<file path="config.mk">
export PLATFORM = sky130hd
export DESIGN_NAME = bram_scan_reader_flat
export DESIGN_NICKNAME = d
export VERILOG_FILES = /design/src/rtl/bram_scan_reader_if.sv /design/src/rtl/bram_scan_reader.sv /design/src/flat_wrapper.sv
export SDC_FILE = /design/constraint.sdc
export NUM_CORES = 1
export LEC_CHECK = 0
export CAP_MARGIN = 20
export CORE_UTILIZATION = 36
export CTS_CLUSTER_DIAMETER = 60
export DETAILED_ROUTE_END_ITERATION = 12
export HOLD_SLACK_MARGIN = 0.02
export PLACE_DENSITY = 0.72
export SLEW_MARGIN = 5
export SYNTH_ARGS = -nofsm -noshare
export SYNTH_HDL_FRONTEND = slang
export SYNTH_SLANG_ARGS = --single-unit
</file>
<file path="constraint.sdc">
create_clock -name clk -period 0.9 [get_ports clk]
set_input_delay 0.09 -clock clk [delete_from_list [all_inputs] [get_ports clk]]
set_output_delay 0.09 -clock clk [all_outputs]
set_load 0.02 [all_outputs]
</file>
<file path="src/rtl/bram_scan_reader_if.sv">
// Pixel-stream bundle between the VGA timing generator, the BRAM image
// buffer and the scan reader. The master modport is the scan reader itself;
// the slave modport is the environment (timing generator plus buffer).
interface bram_scan_reader_if;
  logic [9:0]  hpos;
  logic [9:0]  vpos;
  logic        active_in;
  logic        hsync_in;
  logic        vsync_in;
  logic [6:0]  row;
  logic [6:0]  col;
  logic [11:0] rgb_in;
  logic [3:0]  vga_r;
  logic [3:0]  vga_g;
  logic [3:0]  vga_b;
  logic        vga_hsync;
  logic        vga_vsync;
  logic        in_window;

  modport master (
    input  hpos, vpos, active_in, hsync_in, vsync_in, rgb_in,
    output row, col, vga_r, vga_g, vga_b, vga_hsync, vga_vsync, in_window
  );

  modport slave (
    output hpos, vpos, active_in, hsync_in, vsync_in, rgb_in,
    input  row, col, vga_r, vga_g, vga_b, vga_hsync, vga_vsync, in_window
  );
endinterface

</file>
<file path="src/rtl/bram_scan_reader.sv">
// Read stage for the BRAM image buffer: maps screen coordinates into buffer
// addresses, upscales by 2^SCALE inside a window, and drives the VGA pins
// with syncs delayed to match the buffer's 1-cycle read latency (3 cycles
// total from timing inputs to every output).
// Optional feature: define SCAN_BOUNCE_EN to make the window origin bounce
// around the screen by one pixel per frame; otherwise it is fixed at (X0, Y0).
module bram_scan_reader #(
  parameter int          BUFW       = 64,
  parameter int          BUFH       = 64,
  parameter int          SCALE      = 2,
  parameter int          H_ACTIVE   = 640,
  parameter int          V_ACTIVE   = 480,
  parameter int          X0         = 192,
  parameter int          Y0         = 112,
  parameter logic [11:0] BORDER_RGB = 12'h111
) (
  input  logic               clk,
  input  logic               reset,
  bram_scan_reader_if.master bus
);

  localparam int                 WIN_W   = BUFW << SCALE;
  localparam int                 WIN_H   = BUFH << SCALE;
  localparam logic signed [10:0] WIN_W_S = 11'(WIN_W);
  localparam logic signed [10:0] WIN_H_S = 11'(WIN_H);

  if (WIN_W > H_ACTIVE || WIN_H > V_ACTIVE) begin : g_size_check
    $error("bram_scan_reader: scaled window does not fit the active area");
  end

  logic [9:0] x0;
  logic [9:0] y0;

`ifdef SCAN_BOUNCE_EN
  localparam logic [9:0] X_MAX = 10'(H_ACTIVE - WIN_W);
  localparam logic [9:0] Y_MAX = 10'(V_ACTIVE - WIN_H);

  logic       frame_end;
  logic [9:0] x0_q, x0_d, y0_q, y0_d;
  logic       xdir_q, xdir_d, ydir_q, ydir_d;   // 1 = moving +1, 0 = moving -1

  // Advance one axis by one pixel, reflecting at 0 and lim; returns {dir, pos}.
  // An origin already at a limit is held there while the direction flips.
  function automatic logic [10:0] bounce(input logic [9:0] pos,
                                         input logic       dir,
                                         input logic [9:0] lim);
    logic [9:0] nxt;
    if (dir) begin
      if (pos >= lim) return {1'b0, lim};
      nxt = pos + 10'd1;
      return {(nxt < lim), nxt};
    end else begin
      if (pos == 10'd0) return {1'b1, 10'd0};
      nxt = pos - 10'd1;
      return {(nxt == 10'd0), nxt};
    end
  endfunction

  assign frame_end = (bus.hpos == 10'd0) && (bus.vpos == 10'(V_ACTIVE));

  // Origin moves only on the frame-end strobe so a frame never tears.
  always_comb begin
    x0_d   = x0_q;
    xdir_d = xdir_q;
    y0_d   = y0_q;
    ydir_d = ydir_q;
    if (frame_end) begin
      {xdir_d, x0_d} = bounce(x0_q, xdir_q, X_MAX);
      {ydir_d, y0_d} = bounce(y0_q, ydir_q, Y_MAX);
    end
  end

  // Origin and direction state.
  always_ff @(posedge clk or posedge reset) begin
    if (reset) begin
      x0_q   <= 10'(X0);
      y0_q   <= 10'(Y0);
      xdir_q <= 1'b1;
      ydir_q <= 1'b1;
    end else begin
      x0_q   <= x0_d;
      y0_q   <= y0_d;
      xdir_q <= xdir_d;
      ydir_q <= ydir_d;
    end
  end

  assign x0 = x0_q;
  assign y0 = y0_q;
`else
  assign x0 = 10'(X0);
  assign y0 = 10'(Y0);
`endif

  // ---- stage 0 -> 1: window test and buffer address ----
  logic signed [10:0] dx_s, dy_s;
  logic               in_x, in_y;
  logic               win_d;
  logic [6:0]         row_q, row_d, col_q, col_d;
  logic               win_p1, act_p1, hs_p1, vs_p1;

  // 11-bit signed offsets keep the range test exact at both screen edges.
  assign dx_s = $signed({1'b0, bus.hpos}) - $signed({1'b0, x0});
  assign dy_s = $signed({1'b0, bus.vpos}) - $signed({1'b0, y0});
  assign in_x = (dx_s >= 11'sd0) && (dx_s < WIN_W_S);
  assign in_y = (dy_s >= 11'sd0) && (dy_s < WIN_H_S);

  // Compute the next buffer address; outside the window it holds.
  always_comb begin
    win_d = bus.active_in && in_x && in_y;
    row_d = row_q;
    col_d = col_q;
    if (win_d) begin
      col_d = 7'(dx_s[9:0] >> SCALE);
      row_d = 7'(dy_s[9:0] >> SCALE);
    end
  end

  // Register the address and the flags travelling alongside it.
  always_ff @(posedge clk or posedge reset) begin
    if (reset) begin
      row_q  <= '0;
      col_q  <= '0;
      win_p1 <= 1'b0;
      act_p1 <= 1'b0;
      hs_p1  <= 1'b0;
      vs_p1  <= 1'b0;
    end else begin
      row_q  <= row_d;
      col_q  <= col_d;
      win_p1 <= win_d;
      act_p1 <= bus.active_in;
      hs_p1  <= bus.hsync_in;
      vs_p1  <= bus.vsync_in;
    end
  end

  assign bus.row = row_q;
  assign bus.col = col_q;

  // ---- stage 1 -> 2: buffer read in flight ----
  logic win_p2, act_p2, hs_p2, vs_p2;

  // Flags wait one cycle for the buffer's registered read data.
  always_ff @(posedge clk or posedge reset) begin
    if (reset) begin
      win_p2 <= 1'b0;
      act_p2 <= 1'b0;
      hs_p2  <= 1'b0;
      vs_p2  <= 1'b0;
    end else begin
      win_p2 <= win_p1;
      act_p2 <= act_p1;
      hs_p2  <= hs_p1;
      vs_p2  <= vs_p1;
    end
  end

  // ---- stage 2 -> 3: pixel select and output registers ----
  logic [11:0] rgb_d, rgb_q;
  logic        win_q, hs_q, vs_q;

  // Buffer pixel inside the window, border colour elsewhere in the visible area.
  always_comb begin
    rgb_d = 12'h000;
    if (win_p2)      rgb_d = bus.rgb_in;
    else if (act_p2) rgb_d = BORDER_RGB;
  end

  // Output registers; async reset blanks the pins immediately.
  always_ff @(posedge clk or posedge reset) begin
    if (reset) begin
      rgb_q <= '0;
      win_q <= 1'b0;
      hs_q  <= 1'b0;
      vs_q  <= 1'b0;
    end else begin
      rgb_q <= rgb_d;
      win_q <= win_p2;
      hs_q  <= hs_p2;
      vs_q  <= vs_p2;
    end
  end

  // Buffer words are BGR with blue in bits 11:8.
  assign {bus.vga_b, bus.vga_g, bus.vga_r} = rgb_q;
  assign bus.in_window = win_q;
  assign bus.vga_hsync = hs_q;
  assign bus.vga_vsync = vs_q;

endmodule

</file>
<file path="src/flat_wrapper.sv">
// flat-port wrapper written by rule: the top's interface ports become plain ports
module bram_scan_reader_flat 
#(
  parameter int          BUFW       = 64,
  parameter int          BUFH       = 64,
  parameter int          SCALE      = 2,
  parameter int          H_ACTIVE   = 640,
  parameter int          V_ACTIVE   = 480,
  parameter int          X0         = 192,
  parameter int          Y0         = 112,
  parameter logic [11:0] BORDER_RGB = 12'h111
)
  (clk, reset, bus_hpos, bus_vpos, bus_active_in, bus_hsync_in, bus_vsync_in, bus_rgb_in, bus_row, bus_col, bus_vga_r, bus_vga_g, bus_vga_b, bus_vga_hsync, bus_vga_vsync, bus_in_window);
  bram_scan_reader_if bus_i ();
  input  logic clk;
  input  logic reset;
  input wire logic [$bits(bus_i.hpos)-1:0] bus_hpos;
  input wire logic [$bits(bus_i.vpos)-1:0] bus_vpos;
  input wire logic [$bits(bus_i.active_in)-1:0] bus_active_in;
  input wire logic [$bits(bus_i.hsync_in)-1:0] bus_hsync_in;
  input wire logic [$bits(bus_i.vsync_in)-1:0] bus_vsync_in;
  input wire logic [$bits(bus_i.rgb_in)-1:0] bus_rgb_in;
  output wire logic [$bits(bus_i.row)-1:0] bus_row;
  output wire logic [$bits(bus_i.col)-1:0] bus_col;
  output wire logic [$bits(bus_i.vga_r)-1:0] bus_vga_r;
  output wire logic [$bits(bus_i.vga_g)-1:0] bus_vga_g;
  output wire logic [$bits(bus_i.vga_b)-1:0] bus_vga_b;
  output wire logic [$bits(bus_i.vga_hsync)-1:0] bus_vga_hsync;
  output wire logic [$bits(bus_i.vga_vsync)-1:0] bus_vga_vsync;
  output wire logic [$bits(bus_i.in_window)-1:0] bus_in_window;
  assign bus_i.hpos = bus_hpos;
  assign bus_i.vpos = bus_vpos;
  assign bus_i.active_in = bus_active_in;
  assign bus_i.hsync_in = bus_hsync_in;
  assign bus_i.vsync_in = bus_vsync_in;
  assign bus_i.rgb_in = bus_rgb_in;
  assign bus_row = bus_i.row;
  assign bus_col = bus_i.col;
  assign bus_vga_r = bus_i.vga_r;
  assign bus_vga_g = bus_i.vga_g;
  assign bus_vga_b = bus_i.vga_b;
  assign bus_vga_hsync = bus_i.vga_hsync;
  assign bus_vga_vsync = bus_i.vga_vsync;
  assign bus_in_window = bus_i.in_window;
  bram_scan_reader #(.BUFW(BUFW), .BUFH(BUFH), .SCALE(SCALE), .H_ACTIVE(H_ACTIVE), .V_ACTIVE(V_ACTIVE), .X0(X0), .Y0(Y0), .BORDER_RGB(BORDER_RGB)) u_core (.clk(clk), .reset(reset), .bus(bus_i));
endmodule
</file>
==> out/qor.tcl <==
set qor(die_area_sq_um) 4030
set qor(synth_edf_count) 0
set qor(io_pins) 66
set qor(flow.area_growth_from_synthesis_pct) 80.2
set qor(synth_flop_cell) {dfrtp_1}
set qor(worst_hold_launch) {bus_vpos[4]}
set qor(timing.max_slew.rel_slack_pct) 85.7
set qor(worstMarginPinSlew_ns) 0.214
set qor(crit_path_start_kind) {input pin}
set qor(regMostFlops) {u_core.rgb_q}
set qor(arrival_time_at_the_worst_endpoint_ns) 1.37
set qor(row_count) 21
set qor(leakagePower_nw) 1.19
set qor(route.final.wire_length_um) 2960
set qor(setup.worst_path.end_class) {flip-flop}
set qor(first_pass_grt_wire_length_um) 4640
set qor(clk_pin_slew_ns) 0.07
set qor(ir_drop_mv) 0.841
set qor(share_of_synthesized_area_occupied_by_flip_flops_and_latches_pct) 68.1
set qor(post_drt_via_cell_ratio) 4.48
set qor(mean_post_synth_cell_area_sq_um) 14.8
set qor(core_sq_um) 3470
set qor(drt_pre_antenna_iters) 4
set qor(fp.dieW_um) 63.5
set qor(multi_input_comb_area_sq_um) 483
set qor(route.antenna.remaining_nets) 0
set qor(tritoncts_clock_tree) {yes}
set qor(initial_core_util_pct) 39.2
set qor(r2r_slack_ns) 0
set qor(finClkSkew_ns) 0.00353
set qor(drcViolationCount) 0
set qor(wire_length_per_cell_after_detailed_routing_um) 12.9
set qor(cts_max_path_buffers) 2
set qor(clock.fmax_mhz) 830
set qor(total_of_warnings_raised_by_yosys) 0
set qor(gr_overflow_total) 0
set qor(clock_tree.root_cell) {clkbuf_8}
set qor(drive_gt1_share_pct) 50.8
set qor(finalCritPeriodShare_pct) 134
set qor(timing.hold.worst_endpoint) {u_core.bus.row[2]}
set qor(synthArstFlopShare_pct) 100
set qor(max_stage_delay_cell_worst_path) {mux2_4}
set qor(reg2reg_depth) 2
set qor(failed_checks) {setup timing}
set qor(dr.first_iter.drc_count) 36
set qor(total_clock_buffers_created_by_cts) 5
set qor(cts_hold_buf) 0
set qor(clock-sinks) 37
set qor(classification_of_the_worst_slack_hold_path) {input pin to flip-flop}
set qor(finalHoldViolCount) 0
set qor(syn_area_sq_um) 1360
set qor(overall_via_count_from_detail_route) 1025
set qor(first_global_vias) 1030
set qor(nFillCells) 258
set qor(yosysUniqueCellTypes) 21
set qor(max_stage_delay_ns) 0.30
set qor(critical_path_class) {input pin to flip-flop}
set qor(finalMaxSlewViolations) 0
set qor(htree_levels) 2
set qor(syn_nets) 133
set qor(critical_path_peak_fanout) 6
set qor(global_route.usage.total_pct) 15.6
set qor(synth.ff_latch_count) 37
set qor(die_h_um) 63.5
set qor(gp_congestion) 0.708
set qor(dp_hpwl_um) 1940
set qor(number_of_antenna_violations_at_the_first_check_in_global_routing) 0
set qor(finalNonFillerCells) 229
set qor(report.final.setup_viol) 20
set qor(dp.cells) 213
set qor(postSynthCellCount) 92
set qor(largest_register_ff_count) 12
set qor(pwr_density_cell_nw_per_um2) 2130
set qor(path_cells) {buf_8 > ha_4 > a21oi_4 > xnor2_2 > nand2_1 > nor3_4 > buf_6 > mux2_4}
set qor(worst_hold_slack_ns) 0.113
set qor(insertion_delay_of_the_later_clocked_pin_in_the_worst_skew_pair_ns) 0.28
set qor(critical_path.top_delay_family) {multiplexers}
set qor(timing.max_cap.violations) 0
set qor(critPathBufInv) 2
set qor(finalNetCount) 223
set qor(register_area_sq_um) 927
set qor(numPortBuffers) 61
set qor(rsz0062_at_grt) {true}
set qor(outcome) {complete, but fails checks}
set qor(final_critical_path_setup_slack_ns) -0.304
set qor(worst_hold_path.num_cells) 3
set qor(preCtsSetupSlack_ns) -1.06
set qor(fin_setup_tns_ns) -4.08
set qor(worstPathRequired_ns) 1.07
set qor(period_minus_slack_ns) 1.20
set qor(largest_net_degree_at_the_start_of_global_routing) 38
set qor(worstReg2RegStart) {u_core.bus.row[4]}
set qor(worst_r2r_endpoint) {u_core.bus.row[4]}
set qor(fin_total_pwr_w) 0.00522
set qor(insertedDiodeCount) 0
-- synthesized netlist by cell type (2+ instances only) --
cell | n | area [sq um]
mux2_2 | 5 | 56.3
nor2b_1 | 2 | 12.5
xnor2_1 | 2 | 17.5
mux2_4 | 5 | 75.1
dfrtp_1 | 37 | 926
inv_1 | 4 | 15.0
xor2_1 | 2 | 17.5
a21oi_1 | 2 | 10.0
mux2i_1 | 2 | 20.0
nand2_1 | 8 | 30.0
ha_1 | 4 | 50.1
and2_1 | 9 | 56.3
a31oi_1 | 2 | 12.5
-- worst min-delay path: stages --
cell and delay (ns):
buf_8 0.08, buf_4 0.12, mux2i_2 0.06
-- final cells by class --
cell class	instances	share of cell area, %
clock inverters	3	2.65
multi-input cells	49	19.7
repair buffers	85	33.9
flip-flops and latches	37	37.8
inverters	4	0.766
well taps	46	2.35
clock buffers	5	2.81
-- repair_timing --
item                                    4_1_cts  5_1_grt
endpoints found under the setup margin       47       44
setup buffers                                 5        3
pin swaps                                     7       10
gates resized for setup                     186       39
-- layer usage --
metal	vias to the layer above	track usage (%)	share of wire [%]
li1	474	-	-
met1	495	17.8	41
met2	52	25.8	50
met3	4	6.16	7.4
met4	0	6.82	1.4
met5	-	0	0
-- how the worst max path moves through the flow --
| stage | startpoint | to | slack (ns) | cells past startpoint |
|---|---|---|---|---|
| after global routing | bus_vpos[4] | u_core.bus.col[1] | -0.33 | 8 |
| final | bus_vpos[4] | u_core.bus.col[1] | -0.30 | 8 |
| after global placement | bus_vpos[4] | u_core.bus.col[5] | -1.00 | 8 |
| after CTS | bus_vpos[5] | u_core.bus.col[1] | -0.35 | 8 |
| after detailed placement | bus_vpos[4] | u_core.bus.col[1] | -1.06 | 8 |
| after floorplan | bus_vpos[4] | u_core.bus.row[0] | -0.56 | 7 |
-- per-stage QoR --
step	area (sq um)	util (%)
floorplan	1380	-
global placement	2160	62.3
detailed placement	2160	62.3
CTS	2340	67.5
global route	2450	70.7
finish	2450	70.7
-- placed cells by master (no fill, tap or decap), types with 2 or more instances in the layout --
| cell | instances |
|---|---|
| a31oi_2 | 2 |
| and2_1 | 9 |
| buf_4 | 18 |
| buf_6 | 34 |
| bufinv_16 | 2 |
| clkbuf_2 | 5 |
| clkbuf_8 | 5 |
| clkdlybuf4s50_1 | 22 |
| dfrtp_1 | 36 |
| dlygate4sd2_1 | 2 |
| ha_1 | 2 |
| inv_1 | 2 |
| mux2_4 | 10 |
| nand2_1 | 8 |
| xor2_1 | 2 |
-- power breakdown --
group / internal (W) / switching (W) / total [W] / leakage, nW
registers: 0.00189 / 0.000164 / 0.00205 / 0.467
logic: 0.000942 / 0.000586 / 0.00153 / 0.652
clock network: 0.00110 / 0.000535 / 0.00164 / 0.0681
total: 0.00393 / 0.00128 / 0.00522 / 1.19
-- kinds of logic after synthesis --
kind of cell | after synthesis | share of synthesized area [%]
AO/OA/AOI/OAI | 4 | 1.66
buffers and inverters | 6 | 2.48
XOR/XNOR | 4 | 2.58
adder cells (fa/ha/maj) | 4 | 3.68
multiplexers | 12 | 11.1
AND/OR/NAND/NOR | 25 | 10.4
flip-flops | 37 | 68.1
Note: power is estimated with default switching activity, not from simulation.
